`src/rtl/dual_issue_scheduler_pkg.sv`:
```
`default_nettype none
// +-----------------------------------------------------------------------------+
// | dual_issue_scheduler_pkg : shared defaults, slot-fill encoding, index wrap   |
// | Revision: 1.0                                                                |
// +-----------------------------------------------------------------------------+
package dual_issue_scheduler_pkg;

  localparam int c_REQ_N_DEFAULT = 12;

  // Which slots take a new grant on the coming edge.
  typedef enum logic [1:0] {
    FILL_NONE = 2'd0,
    FILL_S1   = 2'd1,
    FILL_S2   = 2'd2,
    FILL_BOTH = 2'd3
  } fill_e;

  // Modular add for a non-power-of-two ring; both operands are already < n.
  function automatic int wrap_add(input int a, input int b, input int n);
    int s;
    s = a + b;
    if (s >= n) s = s - n;
    return s;
  endfunction

endpackage
`default_nettype wire

```
`src/rtl/dual_issue_scheduler_if.sv`:
```
`default_nettype none
// +-----------------------------------------------------------------------------+
// | dual_issue_scheduler_if : request vector, two issue-slot handshakes, acks    |
// | Revision: 1.0                                                                |
// +-----------------------------------------------------------------------------+
interface dual_issue_scheduler_if #(
  parameter int REQ_N = 12,
  parameter int OUT_N = $clog2(REQ_N)
);
  logic [REQ_N-1:0] i_req;
  logic             i_flush;
  logic             o_valid_1;
  logic [OUT_N-1:0] o_idx_1;
  logic             i_ready_1;
  logic             o_valid_2;
  logic [OUT_N-1:0] o_idx_2;
  logic             i_ready_2;
  logic [REQ_N-1:0] o_ack;

  modport master (
    output i_req, i_flush, i_ready_1, i_ready_2,
    input  o_valid_1, o_idx_1, o_valid_2, o_idx_2, o_ack
  );

  modport slave (
    input  i_req, i_flush, i_ready_1, i_ready_2,
    output o_valid_1, o_idx_1, o_valid_2, o_idx_2, o_ack
  );
endinterface
`default_nettype wire

```
`src/rtl/dual_issue_scheduler_dpe.sv`:
```
`default_nettype none
// +-----------------------------------------------------------------------------+
// | dual_priority_encoder : positions of the two lowest set bits of i_vec        |
// | Revision: 1.0                                                                |
// +-----------------------------------------------------------------------------+
module dual_priority_encoder #(
  parameter int REQ_N = 12,
  parameter int OUT_N = $clog2(REQ_N)
) (
  input  wire logic [REQ_N-1:0] i_vec,
  output logic                  o_valid_a,
  output logic [OUT_N-1:0]      o_idx_a,
  output logic                  o_valid_b,
  output logic [OUT_N-1:0]      o_idx_b
);

  // Scanning downward, each hit becomes the new lowest and demotes the old one.
  always_comb begin
    o_valid_a = 1'b0;
    o_idx_a   = '0;
    o_valid_b = 1'b0;
    o_idx_b   = '0;
    for (int i = REQ_N - 1; i >= 0; i--) begin
      if (i_vec[i]) begin
        o_valid_b = o_valid_a;
        o_idx_b   = o_idx_a;
        o_valid_a = 1'b1;
        o_idx_a   = OUT_N'(i);
      end
    end
  end

endmodule
`default_nettype wire

```
`src/rtl/dual_issue_scheduler.sv`:
```
`default_nettype none
// +-----------------------------------------------------------------------------+
// | dual_issue_scheduler : round-robin issue of up to two requesters per cycle   |
// | Revision: 1.0                                                                |
// +-----------------------------------------------------------------------------+
module dual_issue_scheduler
  import dual_issue_scheduler_pkg::*;
#(
  parameter int REQ_N = c_REQ_N_DEFAULT,
  parameter int OUT_N = $clog2(REQ_N)
) (
  input  wire logic              i_clk,
  input  wire logic              i_rst,
  dual_issue_scheduler_if.slave  bus
);

  logic             r_valid_1, r_valid_2;
  logic [OUT_N-1:0] r_idx_1, r_idx_2, r_ptr;

  logic             w_acc_1, w_acc_2, w_free_1, w_free_2;
  logic [REQ_N-1:0] w_busy, w_elig, w_rot, w_ack;
  logic             w_va, w_vb;
  logic [OUT_N-1:0] w_enc_a, w_enc_b, w_pick_1, w_pick_2;
  logic [OUT_N-1:0] w_nxt_idx_2, w_last, w_ptr_nxt;
  fill_e            w_fill;

  assign w_acc_1  = r_valid_1 & bus.i_ready_1;
  assign w_acc_2  = r_valid_2 & bus.i_ready_2;
  assign w_free_1 = !r_valid_1 | w_acc_1;
  assign w_free_2 = !r_valid_2 | w_acc_2;

  // Held grants stay masked even while being accepted, so nobody is re-issued early.
  always_comb begin
    w_busy = '0;
    if (r_valid_1) w_busy[r_idx_1] = 1'b1;
    if (r_valid_2) w_busy[r_idx_2] = 1'b1;
  end
  assign w_elig = bus.i_req & ~w_busy;

  always_comb begin
    w_rot = '0;
    for (int j = 0; j < REQ_N; j++) begin
      w_rot[j] = w_elig[OUT_N'(wrap_add(j, int'(r_ptr), REQ_N))];
    end
  end

  dual_priority_encoder #(
    .REQ_N (REQ_N),
    .OUT_N (OUT_N)
  ) u_enc (
    .i_vec     (w_rot),
    .o_valid_a (w_va),
    .o_idx_a   (w_enc_a),
    .o_valid_b (w_vb),
    .o_idx_b   (w_enc_b)
  );

  assign w_pick_1 = OUT_N'(wrap_add(int'(w_enc_a), int'(r_ptr), REQ_N));
  assign w_pick_2 = OUT_N'(wrap_add(int'(w_enc_b), int'(r_ptr), REQ_N));

  always_comb begin
    w_fill      = FILL_NONE;
    w_nxt_idx_2 = w_pick_1;
    w_last      = w_pick_1;
    if (w_free_1 && w_free_2) begin
      if (w_va && w_vb) begin
        w_fill      = FILL_BOTH;
        w_nxt_idx_2 = w_pick_2;
        w_last      = w_pick_2;
      end else if (w_va) begin
        w_fill = FILL_S1;
      end
    end else if (w_free_1) begin
      if (w_va) w_fill = FILL_S1;
    end else if (w_free_2) begin
      if (w_va) w_fill = FILL_S2;
    end
  end

  assign w_ptr_nxt = OUT_N'(wrap_add(int'(w_last), 1, REQ_N));

  always_ff @(posedge i_clk) begin
    if (i_rst) begin
      r_valid_1 <= 1'b0;
      r_valid_2 <= 1'b0;
      r_idx_1   <= '0;
      r_idx_2   <= '0;
      r_ptr     <= '0;
    end else if (bus.i_flush) begin
      r_valid_1 <= 1'b0;
      r_valid_2 <= 1'b0;
    end else begin
      if (w_free_1) begin
        r_valid_1 <= (w_fill == FILL_S1) || (w_fill == FILL_BOTH);
        if ((w_fill == FILL_S1) || (w_fill == FILL_BOTH)) r_idx_1 <= w_pick_1;
      end
      if (w_free_2) begin
        r_valid_2 <= (w_fill == FILL_S2) || (w_fill == FILL_BOTH);
        if ((w_fill == FILL_S2) || (w_fill == FILL_BOTH)) r_idx_2 <= w_nxt_idx_2;
      end
      if (w_fill != FILL_NONE) r_ptr <= w_ptr_nxt;
    end
  end

  always_comb begin
    w_ack = '0;
    if (w_acc_1) w_ack[r_idx_1] = 1'b1;
    if (w_acc_2) w_ack[r_idx_2] = 1'b1;
  end

  assign bus.o_ack     = w_ack;
  assign bus.o_valid_1 = r_valid_1;
  assign bus.o_idx_1   = r_idx_1;
  assign bus.o_valid_2 = r_valid_2;
  assign bus.o_idx_2   = r_idx_2;

endmodule
`default_nettype wire

```
`src/flat_wrapper.sv`:
```
// flat-port wrapper written by rule: the top's interface ports become plain ports
module dual_issue_scheduler_flat import dual_issue_scheduler_pkg::*;
#(
  parameter int REQ_N = c_REQ_N_DEFAULT,
  parameter int OUT_N = $clog2(REQ_N)
)
  (i_clk, i_rst, bus_i_req, bus_i_flush, bus_i_ready_1, bus_i_ready_2, bus_o_valid_1, bus_o_idx_1, bus_o_valid_2, bus_o_idx_2, bus_o_ack);
  dual_issue_scheduler_if #(.REQ_N(REQ_N), .OUT_N(OUT_N)) bus_i ();
  input  wire logic i_clk;
  input  wire logic i_rst;
  input wire logic [$bits(bus_i.i_req)-1:0] bus_i_req;
  input wire logic [$bits(bus_i.i_flush)-1:0] bus_i_flush;
  input wire logic [$bits(bus_i.i_ready_1)-1:0] bus_i_ready_1;
  input wire logic [$bits(bus_i.i_ready_2)-1:0] bus_i_ready_2;
  output wire logic [$bits(bus_i.o_valid_1)-1:0] bus_o_valid_1;
  output wire logic [$bits(bus_i.o_idx_1)-1:0] bus_o_idx_1;
  output wire logic [$bits(bus_i.o_valid_2)-1:0] bus_o_valid_2;
  output wire logic [$bits(bus_i.o_idx_2)-1:0] bus_o_idx_2;
  output wire logic [$bits(bus_i.o_ack)-1:0] bus_o_ack;
  assign bus_i.i_req = bus_i_req;
  assign bus_i.i_flush = bus_i_flush;
  assign bus_i.i_ready_1 = bus_i_ready_1;
  assign bus_i.i_ready_2 = bus_i_ready_2;
  assign bus_o_valid_1 = bus_i.o_valid_1;
  assign bus_o_idx_1 = bus_i.o_idx_1;
  assign bus_o_valid_2 = bus_i.o_valid_2;
  assign bus_o_idx_2 = bus_i.o_idx_2;
  assign bus_o_ack = bus_i.o_ack;
  dual_issue_scheduler #(.REQ_N(REQ_N), .OUT_N(OUT_N)) u_core (.i_clk(i_clk), .i_rst(i_rst), .bus(bus_i));
endmodule
```
`config.mk`:
```
export PLATFORM = sky130hd
export DESIGN_NAME = dual_issue_scheduler_flat
export DESIGN_NICKNAME = d
export VERILOG_FILES = /design/src/rtl/dual_issue_scheduler_pkg.sv /design/src/rtl/dual_issue_scheduler_if.sv /design/src/rtl/dual_issue_scheduler_dpe.sv /design/src/rtl/dual_issue_scheduler.sv /design/src/flat_wrapper.sv
export SDC_FILE = /design/constraint.sdc
export NUM_CORES = 1
export LEC_CHECK = 0
export CORE_ASPECT_RATIO = 1.4
export CORE_MARGIN = 1.5
export CORE_UTILIZATION = 55
export CTS_CLUSTER_SIZE = 14
export DETAILED_ROUTE_END_ITERATION = 16
export DONT_BUFFER_PORTS = 1
export GPL_TIMING_DRIVEN = 0
export PLACE_DENSITY = 0.74
export SYNTH_ARGS = -nofsm -noshare
export SYNTH_HDL_FRONTEND = slang
export SYNTH_HIERARCHICAL = 1
export SYNTH_SLANG_ARGS = --single-unit
export TNS_END_PERCENT = 20
```
`constraint.sdc`:
```
create_clock -name i_clk -period 18.8 [get_ports i_clk]
set_clock_uncertainty 0.15 [all_clocks]
set_input_delay 2.82 -clock i_clk [delete_from_list [all_inputs] [get_ports i_clk]]
set_output_delay 2.82 -clock i_clk [all_outputs]
set_load 0.1 [all_outputs]
```
==> results.yml <==
sta:
  slew_headroom: 0.195
  rsz0062_at_grt: "no"
  finalWorstSetupSlack_ps: 9680
  finalMaxSlewViolations: 0
  finalSetupViolCount: 0
  hold_viol_final: 0
  tns_ps: 0
  max_freq_mhz: 110
  tightestPinTransition_ps: 1210
  timing.final.crit_share: 0.485
  fin_crit_ps: 9120
cells_and_area:
  area_growth_pct: 6.37
  nNetsFinal: 573
  mostFrequentLayoutCell: "nor2_1"
  final_util: 0.615
  diodes: 0
  final_layout_size_suffix_gt1_frac: 0.128
  layout_common_cells: "nor2_1 (45), ha_1 (37), nand2_1 (35)"
  final_cells: 608
routing:
  totalWireLength_um: 10900
  via_per_inst: 6.70
  drtAntennaViolNets: 0
  drt_pass1_iterations: 5
  via_count: 4073
  drt_iter0_drc: 239
  drc_errors: 0
  wire_per_inst_um: 17.9
worst_hold_path:
  holdPathStages: 3
  holdCritStartpoint: "u_core/r_ptr[0]$_SDFFE_PP0P_"
  hold_end: "u_core/bus.o_idx_1[0]$_SDFFE_PP0P_"
  hp-class: "flip-flop to flip-flop"
yosys:
  yosysUniqueCellTypes: 83
  avgSynthCellArea_um2: 7.52
  async_flop_share: 0
  syn_nets: 568
  seq_area_frac_synth: 0.0728
  synth_area_um2: 3850
  ys_warn_count: 6
  ys.flop_type: "dfxtp_1"
  synth-seq-cells: 14
  synth_edf_count: 0
  synth_cells: 512
worst_setup_path:
  endpoint_kind: "flip-flop"
  rr_endpoint: "u_core/r_ptr[3]$_SDFFE_PP0P_"
  slowest_stage: "dfxtp_1"
  start_kind: "flip-flop"
  worstPathRequired_ps: 18840
  r2r-start: "u_core/r_ptr[1]$_SDFFE_PP0P_"
  crit_fanout: 10
  worstPathBufferInverterCount: 6
  cpMostUsedCell: "ha_1"
  rr_worst_depth: 33
  crit_type: "flip-flop to flip-flop"
  worstPathArrival_ps: 9160
  cp_top_family: "compound AO/OA/AOI/OAI gates"
  rrSetupSlack_ps: 9680
  max_stage_delay_ps: 590
place:
  finalWeightedCongestion: 0.923
  dp_worst_setup_slack_ps: 9750
  port_buffers: 0
  placed_cells: 604
  dp_hpwl_um: 8610
die:
  start_util: 0.578
  die_w_um: 73.7
  die_area_um2: 7520
  row_count: 35
  die_h_um: 102
  core-area_um2: 6660
  ios: 39
cts:
  cts-hold-fix-buffers: 0
  post-cts-setup-buffers: 0
  clockBufferDepth: 2
  cts-htree-levels: 1
  numCtsBuffers: 3
  cts_tree: "built"
  clk_pin_slew_ps: 60
  ctsRootBufferMaster: "clkbuf_8"
  clock_latency_ps: 250
  clock-sinks: 14
  postCtsResizedCells: 0
global_routing:
  grt_pass1_wl_um: 17700
  grt_max_degree: 12
  grt_overflow: 0
  grt_util_all_layers: 0.288
  antenna_found_initial: 0
  grt_pass1_vias: 3804
status:
  status: "completed"
run:
  drv_cap: 0
tightest hold or removal path, delay by kind of cell (launching register included):
| kind | cells | cell delay, ps |
|---|---|---|
| muxes | 1 | 90 |
| DFF | 1 | 490 |
| adders and majority gates | 1 | 280 |
| and+or+nand+nor | 1 | 70 |
per-layer routing:
| metal | wire (um) | global-route usage | vias to the layer above |
|---|---|---|---|
| met1 | 4470 | 0.345 | 1937 |
| met4 | 318 | 0.0940 | 0 |
| met2 | 5620 | 0.533 | 160 |
| met3 | 458 | 0.0217 | 26 |
| met5 | 0 | 0 | - |
| li1 | - | - | 1950 |
state kept, by name (all words and copies together), names as in the netlist:
signal / cells
u_core/bus.o_valid_1: 1
u_core/bus.o_idx_2: 4
u_core/r_ptr: 4
u_core/bus.o_idx_1: 4
u_core/bus.o_valid_2: 1
final cells by class:
cell class | instances | area [um2]
multi-input combinational | 443 | 3400
fill | 635 | 2560
sequential | 14 | 280
buffer | 25 | 131
tap | 92 | 115
inverter | 30 | 113
clock buffer | 4 | 55.1
synth_stat cells, types with 4 or more instances:
library cell / instances / area (um2)
nand3_1: 13 / 65.1
o211ai_1: 9 / 67.6
o221ai_1: 5 / 43.8
mux4_2: 6 / 135
o21a_1: 4 / 30.0
a22oi_1: 5 / 37.5
dfxtp_1: 14 / 280
xor2_1: 4 / 35.0
inv_1: 29 / 109
nor3_1: 14 / 70.1
a21oi_1: 30 / 150
nor2_1: 45 / 169
nand3b_1: 5 / 37.5
or2_2: 4 / 25.0
nand2_1: 35 / 131
a211oi_1: 5 / 37.5
a311oi_1: 4 / 35.0
a31oi_1: 4 / 25.0
o21ai_0: 31 / 155
mux2i_1: 20 / 200
nor2b_1: 9 / 56.3
nand2b_1: 19 / 119
or3_1: 5 / 31.3
a21o_1: 7 / 52.6
a211o_1: 4 / 35.0
clkbuf_1: 15 / 56.3
mux2_2: 6 / 67.6
o31ai_1: 5 / 37.5
ha_1: 37 / 463
o22ai_1: 17 / 106
a221oi_1: 6 / 52.6
xnor2_1: 12 / 105
o21ai_1: 5 / 25.0
cells by family after synthesis:
kind of cell               after synthesis  synth area share
muxes                                   33             0.111
AOI/OAI and AO/OA                      172             0.318
xor gates and xnor gates                17            0.0406
buffers and inverters                   55            0.0634
and+or+nand+nor                        177             0.250
adders and majority gates               44             0.145
DFF                                     14            0.0728
how the worst max path moves through the flow:
| stage | from | end | slack (ps) | cells after the start |
|---|---|---|---|---|
| final | u_core/r_ptr[1]$_SDFFE_PP0P_ | u_core/r_ptr[3]$_SDFFE_PP0P_ | 9680 | 33 |
| after global routing | u_core/r_ptr[1]$_SDFFE_PP0P_ | u_core/r_ptr[3]$_SDFFE_PP0P_ | 9090 | 33 |
| after CTS | u_core/r_ptr[1]$_SDFFE_PP0P_ | u_core/r_ptr[3]$_SDFFE_PP0P_ | 9810 | 33 |
| after detailed placement | bus_i_req[6] | u_core/r_ptr[3]$_SDFFE_PP0P_ | 9750 | 26 |
| after global placement | bus_i_req[8] | u_core/r_ptr[3]$_SDFFE_PP0P_ | 9850 | 27 |
| after floorplan | bus_i_req[8] | u_core/r_ptr[3]$_SDFFE_PP0P_ | 10460 | 26 |
stage by stage:
stage	cell area, um2	hold slack, ps
5_1_grt	4090	841
6_report	4090	823
3_3_place_gp	3960	789
4_1_cts	4090	814
3_5_place_dp	4040	806
2_1_floorplan	3850	579
Power is left out: the tool's default activity adds up to more than one toggle a clock period on the data nets, which glitch-free logic cannot reach.
==> patch 1: new RTL, same settings <==
Change the package constant `c_REQ_N_DEFAULT` from 12 to 24.
--- a/src/rtl/dual_issue_scheduler_pkg.sv
+++ b/src/rtl/dual_issue_scheduler_pkg.sv
@@ -7,3 +7,3 @@
 
-  localparam int c_REQ_N_DEFAULT = 12;
+  localparam int c_REQ_N_DEFAULT = 24;
 
Ports: changed (resized bus_i_req, bus_o_ack, bus_o_idx_1 and bus_o_idx_2); port bits go from 39 to 65. No check against the original RTL was run, so the function may have changed too.
==> patch 1 against the unedited design <==
Worst setup slack better by 0.55 ns. Design area grew 79%. Routed wire length up 110%. Sequential cell count rose by 3. Area after synthesis rose by 80%. Synthesized cell count rose by 94%.
Power is left out: the tool's default activity adds up to more than one toggle a clock period on the data nets, which glitch-free logic cannot reach.
==> patch 1: results (changes against the unedited design) <==
Slew margin rel. - 0.187 (-0.00782)
Hold path start - u_core/r_ptr[0]
Drt pass-1 iters - 6 (+1)
Reg2reg path depth - 28 (-15%)
DRT iter0 DRCs - 711 (+200%)
Area share of xor/xnor cells in the synthesized design - 0.0607 (+0.0200)
Ranking of synthesized cells by area - mux2i_1, ha_1, a21oi_1, mux4_2, dfxtp_1
Reg2reg start - u_core/r_ptr[2]
Unique masters post-synth - 82 (-1.2%)
FF-to-FF setup slack - 10.30 ns (+0.62 ns)
First-pass GRT wire length - 36600 µm (+110%)
WHS - 0.802 ns (-0.0209 ns)
Mapped Nets - 1062 (+87%)
Largest net degree at the start of global routing - 14 (+2)
Placed Area - 7270 µm² (+80%)
# fillers - 1171 (+84%)
Routed vias/inst - 7.05 (+5.3%)
Final GP Congestion - 0.953 (+3.3%)
Compound-Gate Fraction of Synth Area - 0.316 (-0.00179)
RR Endpoint - u_core/r_ptr[4]
Nets - 1067 (+86%)
Prevailing post-synth register cell - dfxtp_1
TritonCTS buffer count - 3 (unchanged)
Clock Tree Root - clkbuf_16
Critical Path AT - 8.55 ns (-0.61 ns)
Vias in the first global route - 7296 (+92%)
Post-DP HPWL - 18400 µm (+110%)
Synth top cells by count - nor2_1, a21oi_1, nand2_1, mux2i_1, clkbuf_1
Status - finished clean
Post-synthesis adder-cell area fraction - 0.0794 (-0.0652)
Seq/Total Area, Yosys - 0.0491 (-0.0237)
N_diodes - 0 (unchanged)
Global Route Usage Sum - 0.332 (+0.0440)
Post-DR wirelength/cell - 20.3 µm (+14%)
Share of cells above drive strength 1 - 0.0911 (-0.0368)
Worst Hold Depth - 3 (unchanged)
Clock buffer depth - 2 (unchanged)
Multiplexer share of the synthesized area - 0.173 (+0.0621)
## patch 1: cells by family (layout without fill, tap and decap cells)
family	Yosys count	in the layout
and+or+nand+nor	345	345
muxes	96	96
DFF	17	17
xor gates and xnor gates	48	48
AOI/OAI and AO/OA	328	328
adders and majority gates	44	44
buffers and inverters	117	121
## patch 1: how the worst max path moves through the flow
stage / slack (ns) / from / end
floorplan: 10.98 / bus_i_ready_2 / bus_o_ack[20]
global placement: 10.14 / bus_i_req[0] / u_core/r_ptr[4]
detailed placement: 10.08 / bus_i_req[0] / u_core/r_ptr[4]
CTS: 10.32 / bus_i_req[0] / u_core/r_ptr[4]
global route: 9.66 / u_core/r_ptr[2] / u_core/r_ptr[4]
finish: 10.23 / bus_i_req[0] / u_core/r_ptr[4]
## patch 1: final cells by class
class | count | area (µm²) | share of cell area
multi-input cells | 861 | 6280 | 0.854
inverters | 33 | 124 | 0.0169
flip-flops and latches | 17 | 340 | 0.0463
clock buffers | 4 | 78.8 | 0.0107
well taps | 150 | 188 | 0.0255
plain buffers | 84 | 340 | 0.0463
## patch 1: critical path, stage by stage
cell and delay (ns):
o221ai_1 0.13, mux2i_1 0.35, mux2i_1 0.13, mux2i_1 0.60, mux2i_1 0.17, o22ai_1 0.37
buf_2 0.32, xnor2_1 0.15, a21oi_1 0.06, nor4b_1 0.57, a311oi_1 0.11, nor3_1 0.18
a21oi_1 0.10, o211a_1 0.24, ha_1 0.21, fa_1 0.40, a21o_1 0.18, a21oi_1 0.18
xor2_1 0.24, mux2i_1 0.10, mux2i_1 0.38, and4b_1 0.25, a311o_1 0.32
## patch 1: stage by stage
step | std cells | setup WS, ns
2_1_floorplan | 995 | 10.98
3_5_place_dp | 1145 | 10.08
3_3_place_gp | 1145 | 10.14
6_report | 1149 | 10.23
5_1_grt | 1149 | 9.66
4_1_cts | 1149 | 10.32
## patch 1: metal layers
layer,vias up,routed length [µm],track usage
met2,409,11400,0.604
met5,-,0,0
met3,89,1620,0.0324
li1,3820,-,-
met4,0,1250,0.167
met1,3788,9010,0.385
==> patch 2: new RTL, same flow settings <==
Without the edit above. Make the reset (`i_rst`) asynchronous in one clocked block.
--- a/src/rtl/dual_issue_scheduler.sv
+++ b/src/rtl/dual_issue_scheduler.sv
@@ -81,3 +81,3 @@
 
-  always_ff @(posedge i_clk) begin
+  always_ff @(posedge i_clk or posedge i_rst) begin
     if (i_rst) begin
Function: differs if i_rst is asserted again (counterexample within 4 cycles, from zero or initial values and one cycle with i_rst high); with i_rst held inactive, the same outputs for 4 cycles.
==> patch 2 against the unedited design <==
Count of clock-buffer cells in the layout is the same. Routed wire length rose by 0.96%. Die area is 1.5% lower. Area after synthesis fell by 1.6%. Cell count decreased by 0.49%. Core utilization decreased by 0.52 points. Worst setup slack worse by 0.46 ns. Design area down 1.5%. Sequential cell count did not move.
Power is left out: the tool's default activity adds up to more than one toggle a clock period on the data nets, which glitch-free logic cannot reach.
==> patch 2: results (changes against the unedited design) <==
Actual slew at the worst max-slew pin - 1.31 ns (+0.103 ns)
Vias in the first global route - 3843 (+1.0%)
WL final - 11000 µm (+0.96%)
Critical Path AT - 9.55 ns (+0.39 ns)
Min-Delay Path Class - reg2reg
Mapped Nets - 564 (-0.70%)
Synth top cells by count - nand2_1, o21ai_0, ha_1, a21oi_1, inv_1
Largest net degree at the start of global routing - 15 (+3)
TritonCTS buffer count - 3 (unchanged)
Global Route Usage Sum - 0.293 (+0.00461)
Pre-CTS setup slack - 9.06 ns (-0.691 ns)
N_diodes - 0 (unchanged)
Status - finished clean
Post-synthesis adder-cell area fraction - 0.144 (-0.000962)
First-pass GRT wire length - 17600 µm (-0.51%)
Prevailing post-synth register cell - dfrtp_1
DRT iter0 DRCs - 240 (+0.42%)
Share of cells above drive strength 1 - 0.125 (-0.00315)
Final GP Congestion - 0.953 (+3.2%)
Post-CTS Setup Inserts - 0 (unchanged)
Initial antenna violation count - 0 (unchanged)
Ranking of synthesized cells by area - ha_1, dfrtp_1, o21ai_0, nand2_1, mux2i_1
Worst-path clk slew - 0.06 ns (about the same)
Drt pass-1 iters - 5 (unchanged)
Multiplexer share of the synthesized area - 0.0978 (-0.0127)
H-Tree Level Count - 1 (unchanged)
Worst Hold Depth - 3 (unchanged)
Crit-path max cell delay - 1.09 ns (+0.50 ns)
Via count - 4049 (-0.59%)
Clock Tree Root - clkbuf_8
Area share of xor/xnor cells in the synthesized design - 0.0463 (+0.00561)
Post-DP HPWL - 8670 µm (+0.62%)
Nets - 569 (-0.70%)
Reg2reg path depth - 36 (+9.1%)
Clock buffer depth - 2 (unchanged)
Unique masters post-synth - 76 (-8.4%)
Crit-path slowest cell - o311ai_0
Asr flop ratio synth - 1.00 (+1.00)
Max-Cap Viols - 0 (unchanged)
# resized after CTS - 0 (unchanged)
Clock Latency Late Sink - 0.25 ns (about the same)
Hold_buf cts - 0 (unchanged)
Critical Path Fanout Max - 10 (unchanged)
Congestion Overflow GR - 0 (unchanged)
Compound-Gate Fraction of Synth Area - 0.329 (+0.0111)
Synth Warn # - 6 (unchanged)
Top delay family on crit path - compound AO/OA/AOI/OAI gates
PortBufs - 0 (unchanged)
Seq/Total Area, Yosys - 0.0925 (+0.0197)
patch 2: cell types whose count changed in the layout (fill, tap and decap cells not counted), moves of 7 or more:
cell	unedited run	this run
dfrtp_1	0	14
dfxtp_1	14	0
nand2_1	35	51
nand2b_1	19	7
nand3_1	13	6
nor2_1	45	29
o211ai_1	9	18
o21ai_0	31	44
patch 2: kinds of logic (layout without fill, tap and decap cells):
group	Yosys count	count (layout)
adder cells (fa/ha/maj)	43	43
XOR/XNOR	20	20
flip-flops	14	14
AND/OR/NAND/NOR	155	155
multiplexers	33	33
buffers and inverters	59	63
AO/OA/AOI/OAI	185	185
patch 2: area by class of cell:
class	instances	area, µm²
well taps	92	115
multi-input cells	436	3240
clock buffers	4	55.1
fillers	612	2580
flip-flops and latches	14	350
inverters	33	124
plain buffers	26	145
patch 2: routing by layer:
layer  part of all wire  global-route usage  up-vias
met3              0.047              0.0358       29
met1               0.40               0.330     1915
met5                  0                   0        -
met4              0.029               0.115        0
met2               0.52               0.546      157
li1                   -                   -     1948
patch 2: final timing paths:
check	slack [ns]	start	end
worst max-delay path	9.22	bus_i_req[11]	u_core/r_ptr[2]
worst min-delay path	0.83	u_core/r_ptr[0]	u_core/bus.o_idx_1[0]
worst max register to register	9.57	u_core/r_ptr[1]	u_core/r_ptr[2]
worst min register to register	0.83	u_core/r_ptr[0]	u_core/bus.o_idx_1[0]
max in group asynchronous	15.82	i_rst	u_core/r_ptr[3]
min in group asynchronous	2.34	i_rst	u_core/bus.o_valid_2
patch 2: per-stage QoR:
stage / instance area [µm²] / hold WS [ns] / instances
2_1_floorplan: 3790 / 0.632 / 509
3_5_place_dp: 3980 / 0.834 / 601
5_1_grt: 4030 / 0.916 / 605
4_1_cts: 4030 / 0.840 / 605
3_3_place_gp: 3900 / 0.799 / 601
6_report: 4030 / 0.830 / 605
